<file path="src/rtl/sa_pkg.sv">
// Shared types for the systolic-array tile loader: FSM state encoding and
// the default-geometry lane-vector type.
package sa_pkg;

  localparam int unsigned SA_ARRAY_SIZE = 16;
  localparam int unsigned SA_DATA_WIDTH = 8;

  typedef enum logic [2:0] {
    LOAD  = 3'd0,
    START = 3'd1,
    RUN   = 3'd2,
    HOLD  = 3'd3,
    CLR   = 3'd4
  } sa_load_state_t;

  // Lane k occupies element [k], matching in_data[k*DATA_WIDTH +: DATA_WIDTH].
  typedef logic [SA_ARRAY_SIZE-1:0][SA_DATA_WIDTH-1:0] sa_lane_vec_t;

endpackage

</file>
<file path="src/rtl/sa_tile_loader_if.sv">
// Operand beat stream into the tile loader: one lane-wide vector per beat,
// tagged weight (in_sel=0) or input (in_sel=1).
interface sa_tile_loader_if #(
  parameter int unsigned ARRAY_SIZE = 16,
  parameter int unsigned DATA_WIDTH = 8
);

  logic                             in_valid;
  logic                             in_ready;
  logic                             in_sel;
  logic [ARRAY_SIZE*DATA_WIDTH-1:0] in_data;

  modport master (output in_valid, output in_sel, output in_data, input in_ready);
  modport slave  (input in_valid, input in_sel, input in_data, output in_ready);

endinterface

</file>
<file path="src/rtl/sa_beat_counter.sv">
// Saturating beat counter; at_max_next reports the value after this edge so
// the loader can leave LOAD on the very edge that accepts the last beat.
module sa_beat_counter #(
  parameter int unsigned MAX = 16
) (
  input  logic clk,
  input  logic rst_n,
  input  logic inc,
  input  logic clr,
  output logic at_max,
  output logic at_max_next
);

  localparam int unsigned CW = $clog2(MAX) + 1;

  logic [CW-1:0] cnt_q;
  logic [CW-1:0] cnt_d;

  // next count: clear wins over increment, increment stops at MAX
  always_comb begin
    cnt_d = cnt_q;
    if (clr) begin
      cnt_d = '0;
    end else if (inc && !at_max) begin
      cnt_d = cnt_q + CW'(1);
    end else begin
      cnt_d = cnt_q;
    end
  end

  assign at_max      = (cnt_q == CW'(MAX));
  assign at_max_next = (cnt_d == CW'(MAX));

  // count register
  always_ff @(posedge clk or negedge rst_n) begin
    if (!rst_n) begin
      cnt_q <= '0;
    end else begin
      cnt_q <= cnt_d;
    end
  end

endmodule

</file>
<file path="src/rtl/sa_tile_loader.sv">
// Loads one tile of weight and input vectors into the array FIFOs, then
// sequences start -> done -> release -> clear before accepting the next tile.
module sa_tile_loader
  import sa_pkg::*;
#(
  parameter int unsigned ARRAY_SIZE = 16,
  parameter int unsigned DATA_WIDTH = 8,
  parameter int unsigned TILE_DEPTH = ARRAY_SIZE
) (
  input  logic                                 clk,
  input  logic                                 rst_n,
  sa_tile_loader_if.slave                      in_if,
  output logic [ARRAY_SIZE-1:0][DATA_WIDTH-1:0] weights,
  output logic [ARRAY_SIZE-1:0][DATA_WIDTH-1:0] inputs,
  output logic [ARRAY_SIZE-1:0]                wren_w,
  output logic [ARRAY_SIZE-1:0]                wren_i,
  input  logic [ARRAY_SIZE-1:0]                full_w,
  input  logic [ARRAY_SIZE-1:0]                full_i,
  output logic                                 sa_start,
  output logic                                 sa_clr,
  input  logic                                 sa_done,
  // "release" is a reserved word, hence the prefix.
  input  logic                                 sa_release,
  output logic                                 tile_done,
  output logic                                 busy,
  output logic [15:0]                          tile_cnt
);

  localparam logic [2:0] ST_LOAD  = 3'(LOAD);
  localparam logic [2:0] ST_START = 3'(START);
  localparam logic [2:0] ST_RUN   = 3'(RUN);
  localparam logic [2:0] ST_HOLD  = 3'(HOLD);
  localparam logic [2:0] ST_CLR   = 3'(CLR);

  logic [2:0]  state_q, state_d;
  logic [15:0] tile_cnt_q, tile_cnt_d;
  logic        start_q, start_d;
  logic        clr_q, clr_d;
  logic        tile_done_q, tile_done_d;
  logic        busy_q, busy_d;

  logic w_at_max, w_done_next;
  logic i_at_max, i_done_next;
  logic in_ready_s;
  logic acc_w_s, acc_i_s;

  // ready depends on the tagged operand only, so a complete operand blocks the stream
  always_comb begin
    in_ready_s = 1'b0;
    if (state_q != ST_LOAD) begin
      in_ready_s = 1'b0;
    end else if (in_if.in_sel) begin
      in_ready_s = !i_at_max && !(|full_i);
    end else begin
      in_ready_s = !w_at_max && !(|full_w);
    end
  end

  assign in_if.in_ready = in_ready_s;
  assign acc_w_s = in_if.in_valid && in_ready_s && !in_if.in_sel;
  assign acc_i_s = in_if.in_valid && in_ready_s &&  in_if.in_sel;

  assign weights = in_if.in_data;
  assign inputs  = in_if.in_data;
  assign wren_w  = {ARRAY_SIZE{acc_w_s}};
  assign wren_i  = {ARRAY_SIZE{acc_i_s}};

  sa_beat_counter #(.MAX(TILE_DEPTH)) u_w_cnt (
    .clk         (clk),
    .rst_n       (rst_n),
    .inc         (acc_w_s),
    .clr         (state_q == ST_CLR),
    .at_max      (w_at_max),
    .at_max_next (w_done_next)
  );

  sa_beat_counter #(.MAX(TILE_DEPTH)) u_i_cnt (
    .clk         (clk),
    .rst_n       (rst_n),
    .inc         (acc_i_s),
    .clr         (state_q == ST_CLR),
    .at_max      (i_at_max),
    .at_max_next (i_done_next)
  );

  // tile sequencing; outputs are decoded from the next state so they register cleanly
  always_comb begin
    state_d    = state_q;
    tile_cnt_d = tile_cnt_q;
    case (state_q)
      ST_LOAD: begin
        if (w_done_next && i_done_next) state_d = ST_START;
        else                            state_d = ST_LOAD;
      end
      ST_START: state_d = ST_RUN;
      ST_RUN: begin
        if (sa_done) begin
          state_d    = ST_HOLD;
          tile_cnt_d = tile_cnt_q + 16'd1;
        end else begin
          state_d = ST_RUN;
        end
      end
      ST_HOLD: begin
        if (sa_release) state_d = ST_CLR;
        else            state_d = ST_HOLD;
      end
      ST_CLR:  state_d = ST_LOAD;
      default: state_d = ST_LOAD;
    endcase
    start_d     = (state_d == ST_START);
    clr_d       = (state_d == ST_CLR);
    tile_done_d = (state_d == ST_HOLD);
    busy_d      = (state_d != ST_LOAD);
  end

  // state, tile counter and registered status outputs
  always_ff @(posedge clk or negedge rst_n) begin
    if (!rst_n) begin
      state_q     <= ST_LOAD;
      tile_cnt_q  <= 16'd0;
      start_q     <= 1'b0;
      clr_q       <= 1'b0;
      tile_done_q <= 1'b0;
      busy_q      <= 1'b0;
    end else begin
      state_q     <= state_d;
      tile_cnt_q  <= tile_cnt_d;
      start_q     <= start_d;
      clr_q       <= clr_d;
      tile_done_q <= tile_done_d;
      busy_q      <= busy_d;
    end
  end

  assign sa_start  = start_q;
  assign sa_clr    = clr_q;
  assign tile_done = tile_done_q;
  assign busy      = busy_q;
  assign tile_cnt  = tile_cnt_q;

endmodule

</file>
<file path="src/flat_wrapper.sv">
// flat-port wrapper written by rule: the top's interface ports become plain ports
module sa_tile_loader_flat import sa_pkg::*;
#(
  parameter int unsigned ARRAY_SIZE = 16,
  parameter int unsigned DATA_WIDTH = 8,
  parameter int unsigned TILE_DEPTH = ARRAY_SIZE
)
  (clk, rst_n, weights, inputs, wren_w, wren_i, full_w, full_i, sa_start, sa_clr, sa_done, sa_release, tile_done, busy, tile_cnt, in_if_in_valid, in_if_in_sel, in_if_in_data, in_if_in_ready);
  sa_tile_loader_if #(.ARRAY_SIZE(ARRAY_SIZE), .DATA_WIDTH(DATA_WIDTH)) in_if_i ();
  input  logic clk;
  input  logic rst_n;
  output logic [ARRAY_SIZE-1:0][DATA_WIDTH-1:0] weights;
  output logic [ARRAY_SIZE-1:0][DATA_WIDTH-1:0] inputs;
  output logic [ARRAY_SIZE-1:0] wren_w;
  output logic [ARRAY_SIZE-1:0] wren_i;
  input  logic [ARRAY_SIZE-1:0] full_w;
  input  logic [ARRAY_SIZE-1:0] full_i;
  output logic sa_start;
  output logic sa_clr;
  input  logic sa_done;
  input  logic sa_release;
  output logic tile_done;
  output logic busy;
  output logic [15:0] tile_cnt;
  input wire logic [$bits(in_if_i.in_valid)-1:0] in_if_in_valid;
  input wire logic [$bits(in_if_i.in_sel)-1:0] in_if_in_sel;
  input wire logic [$bits(in_if_i.in_data)-1:0] in_if_in_data;
  output wire logic [$bits(in_if_i.in_ready)-1:0] in_if_in_ready;
  assign in_if_i.in_valid = in_if_in_valid;
  assign in_if_i.in_sel = in_if_in_sel;
  assign in_if_i.in_data = in_if_in_data;
  assign in_if_in_ready = in_if_i.in_ready;
  sa_tile_loader #(.ARRAY_SIZE(ARRAY_SIZE), .DATA_WIDTH(DATA_WIDTH), .TILE_DEPTH(TILE_DEPTH)) u_core (.clk(clk), .rst_n(rst_n), .in_if(in_if_i), .weights(weights), .inputs(inputs), .wren_w(wren_w), .wren_i(wren_i), .full_w(full_w), .full_i(full_i), .sa_start(sa_start), .sa_clr(sa_clr), .sa_done(sa_done), .sa_release(sa_release), .tile_done(tile_done), .busy(busy), .tile_cnt(tile_cnt));
endmodule
</file>
<file path="config.mk">
export PLATFORM = sky130hd
export DESIGN_NAME = sa_tile_loader_flat
export DESIGN_NICKNAME = d
export VERILOG_FILES = /design/src/rtl/sa_pkg.sv /design/src/rtl/sa_tile_loader_if.sv /design/src/rtl/sa_beat_counter.sv /design/src/rtl/sa_tile_loader.sv /design/src/flat_wrapper.sv
export SDC_FILE = /design/constraint.sdc
export NUM_CORES = 1
export LEC_CHECK = 0
export BUFFER_PORTS_ARGS = -buffer_cell sky130_fd_sc_hd__buf_2
export CAP_MARGIN = 20
export CORE_AREA = 2 2 185 187
export CTS_CLUSTER_DIAMETER = 50
export DETAILED_ROUTE_END_ITERATION = 12
export DIE_AREA = 0 0 187 189
export PLACE_DENSITY = 0.34
export SLEW_MARGIN = 25
export SYNTH_ARGS = -nofsm -noshare
export SYNTH_HDL_FRONTEND = slang
export SYNTH_HIERARCHICAL = 1
export SYNTH_SLANG_ARGS = --single-unit
</file>
<file path="constraint.sdc">
create_clock -name clk -period 3.25 [get_ports clk]
set_input_delay 0.4875 -clock clk [delete_from_list [all_inputs] [get_ports clk]]
set_output_delay 0.4875 -clock clk [all_outputs]
set_load 0.05 [all_outputs]
</file>
==> impl_metrics.env <==
export IMPL_drc=0
export IMPL_drt_pass1_iterations=4
export IMPL_drive_gt1_share_pct=43.4
export IMPL_cts_max_level=2
export IMPL_max_slew_margin_pct=42.7
export IMPL_synth_cell_types=38
export IMPL_hold_viol=0
export IMPL_synth_sequential_area_ratio_pct=21.4
export IMPL_grt_max_degree=34
export IMPL_vias_per_cell=2.62
export IMPL_nFillCells=3869
export IMPL_finalNonFillerCells=704
export IMPL_grt_use_total_pct=4.93
export IMPL_vdd_drop_max_mv=0.245
export IMPL_cp_cell_sequence="inv_1 -> ha_1 -> and4bb_4 -> nor4_1 -> nand3_1 -> or4_4 -> a21oi_4 -> buf_4 -> buf_2"
export IMPL_fp_row_count=67
export IMPL_fin_skew_ps=3.10
export IMPL_worst_ep_arrival_time_ps=2700
export IMPL_num_antenna_cells=0
export IMPL_cts_clk_slew_worst_paths_ps=60
export IMPL_grt_overflow=0
export IMPL_cap_violations=0
export IMPL_cp_end_kind="output port"
export IMPL_pin_count=475
export IMPL_antenna_found_initial=1
export IMPL_mostFrequentLayoutCells="buf_2, dfrtp_1, clkbuf_4, nor2_1"
export IMPL_grtUsageMet2_pct=8.44
export IMPL_syn_inst=444
export IMPL_hold_buffers=0
export IMPL_die_h_um=189
export IMPL_path_max_fanout=16
export IMPL_via_count=1847
export IMPL_use_met3_pct=3.08
export IMPL_final_nets=427
export IMPL_total_power_mw=1.51
export IMPL_cts_tree="built"
export IMPL_use_met1_pct=3.98
export IMPL_die_area_um2=35300
export IMPL_clock_sinks=33
export IMPL_fin_crit_sh_pct=98.1
export IMPL_avgRoutedWirePerCell_um=12.6
export IMPL_synth_nets=615
export IMPL_io_buffers=90
export IMPL_dp_cells=697
export IMPL_crit_path_start_kind="register"
export IMPL_layout_setup_ws_ps=62.0
export IMPL_finalSetupViolations=0
export IMPL_rr_endpoint="u_core/busy$_DFF_PN0_"
export IMPL_syn2layout_area_growth_pct=-23.9
export IMPL_grt_first_pass_wirelength_um=12500
export IMPL_finalMaxSlewViolations=0
export IMPL_timing_worst_setup_path_type="register to output port"
export IMPL_gp_congestion=0.662
export IMPL_dieWidth_um=187
export IMPL_cts_made_buffers=5
export IMPL_cts_root_buf="clkbuf_16"
export IMPL_dr_first_iter_drc_count=59
export IMPL_insertion_delay_ps=280
export IMPL_leakagePower_nw=1.31
export IMPL_cts_buffer_depth=2
export IMPL_fin_util_pct=8.82
export IMPL_grt_pass1_vias=1860
export IMPL_cpPeakStageDelay_ps=480
export IMPL_pre_cts_ws_ps=190
export IMPL_r2r_cells=13
export IMPL_syn_area_um2=3860
export IMPL_busiest_layer="met2"
export IMPL_cp_data_required_time_ps=2760
export IMPL_fin_crit_ps=3190
export IMPL_core_um2=33300
export IMPL_tightest_slew_ps=860
export IMPL_hp_class="primary input to asynchronous set/reset pin"
export IMPL_finalWirelength_um=8850
export IMPL_ff2ff_setup_slack_ps=290
export IMPL_ys_ff_latch=33
export IMPL_rsz0062_at_grt="yes"
export IMPL_ant_nets=0
export IMPL_crit_reg2reg_launch="u_core/u_w_cnt/cnt_q[0]$_DFF_PN0_"
export IMPL_yosys_warnings=6
export IMPL_cp_slowest_cell="or4_4"
export IMPL_final_common_cell="buf_2"
export IMPL_status="completed"
export IMPL_avgSynthCellArea_um2=8.69
export IMPL_start_util_pct=11.6
export IMPL_powerDensity_nw_per_um2=514
export IMPL_max_freq_mhz=314
export IMPL_hpwl_um=7200
logic make-up (layout without fill, tap and decap cells):
logic type               Yosys count  in the layout  synth area share (%)
buffers and inverters            295            107                  56.7
AND/OR/NAND/NOR                   77             77                  12.6
flip-flops                        33             33                  21.4
XOR/XNOR                          20             20                  4.54
AO/OA/AOI/OAI                     10             10                  1.88
adder cells (fa/ha/maj)            5              5                  1.62
multiplexers                       4              4                  1.20
layout make-up:
type / count / area [µm²] / area share, %
repair buffers: 93 / 515 / 17.6
multi-input cells: 116 / 865 / 29.5
clock buffers: 7 / 143 / 4.86
well taps: 448 / 561 / 19.1
flip-flops and latches: 33 / 826 / 28.1
inverters: 7 / 26.3 / 0.895
critical path, delay by kind of cell (launching register included):
family | cells | cell delay (ps)
compound gates | 1 | 250
flops | 1 | 370
fa+ha+maj | 1 | 210
simple gates | 4 | 1010
buf+inv | 3 | 580
what timing repair did:
item,4_1_cts,5_1_grt
gates resized for setup,1,18
setup buffers,0,0
endpoints found under the hold margin,0,0
pin swaps,0,0
endpoints found under the setup margin,16,32
cell usage after synthesis:
cell type	instances	area (µm²)
and4bb_4	2	32.5
or4_1	1	7.51
or4_4	1	11.3
nand4bb_1	1	11.3
nand3b_1	3	22.5
and3_1	2	12.5
nand2b_1	2	12.5
nor2_1	16	60.1
dfrtp_1	33	826
nand3_1	7	35.0
nor4_1	8	50.1
or4b_1	1	10.0
a211oi_1	2	15.0
buf_4	288	2160
o211a_1	1	10.0
a21oi_1	2	10.0
and2_1	1	6.26
a21boi_1	1	7.51
nor3_1	4	20.0
mux2_4	1	15.0
and4b_1	1	10.0
xor2_1	10	87.6
mux2i_1	2	20.0
nand4_4	1	21.3
and4_1	1	8.76
inv_1	7	26.3
nor4_2	1	12.5
nand2b_4	1	13.8
a21bo_2	2	20.0
nor4b_1	1	8.76
ha_1	5	62.6
nand2_1	10	37.5
mux2_2	1	11.3
nand4_1	9	56.3
nor2b_1	2	12.5
o21ai_0	2	10.0
and4bb_1	1	12.5
xnor2_1	10	87.6
registers in the layout, summed over array words and instances (netlist names):
signal,flops
u_core/tile_done,1
u_core/busy,1
u_core/sa_start,1
u_core/tile_cnt,16
u_core/sa_clr,1
u_core/u_w_cnt/cnt_q,5
u_core/state_q,3
u_core/u_i_cnt/cnt_q,5
worst max path at each step:
stage                                       from                          end  slack (ps)  cells after the start
2_1_floorplan                          full_w[0]        u_core/busy$_DFF_PN0_         150                      9
3_3_place_gp   u_core/u_w_cnt/cnt_q[0]$_DFF_PN0_        u_core/busy$_DFF_PN0_         180                     13
3_5_place_dp   u_core/u_w_cnt/cnt_q[0]$_DFF_PN0_  u_core/state_q[0]$_DFF_PN0_         190                     13
4_1_cts        u_core/u_w_cnt/cnt_q[0]$_DFF_PN0_                    wren_i[4]          40                      9
5_1_grt        u_core/u_w_cnt/cnt_q[0]$_DFF_PN0_                    wren_w[2]         -30                      9
6_report       u_core/u_w_cnt/cnt_q[0]$_DFF_PN0_                    wren_w[9]          60                      9
metrics by stage:
step | instance area [µm²] | hold WS (ps) | TNS [ps]
floorplan | 3860 | 192 | 0
global placement | 2740 | 474 | 0
detailed placement | 2740 | 476 | 0
CTS | 2890 | 348 | 0
global route | 2940 | 378 | -342
finish | 2940 | 301 | 0
routing by layer:
| layer | routed length [µm] | up-vias |
|---|---|---|
| met2 | 4270 | 218 |
| met1 | 2610 | 779 |
| li1 | - | 761 |
| met4 | 708 | 2 |
| met5 | 8 | - |
| met3 | 1260 | 87 |
report_power, final:
group | total [mW] | switching, mW | internal [mW] | leakage [nW]
registers | 0.577 | 0.0970 | 0.480 | 0.442
logic | 0.453 | 0.312 | 0.141 | 0.800
clock network | 0.479 | 0.178 | 0.301 | 0.0700
(Power assumes the default switching activity.)
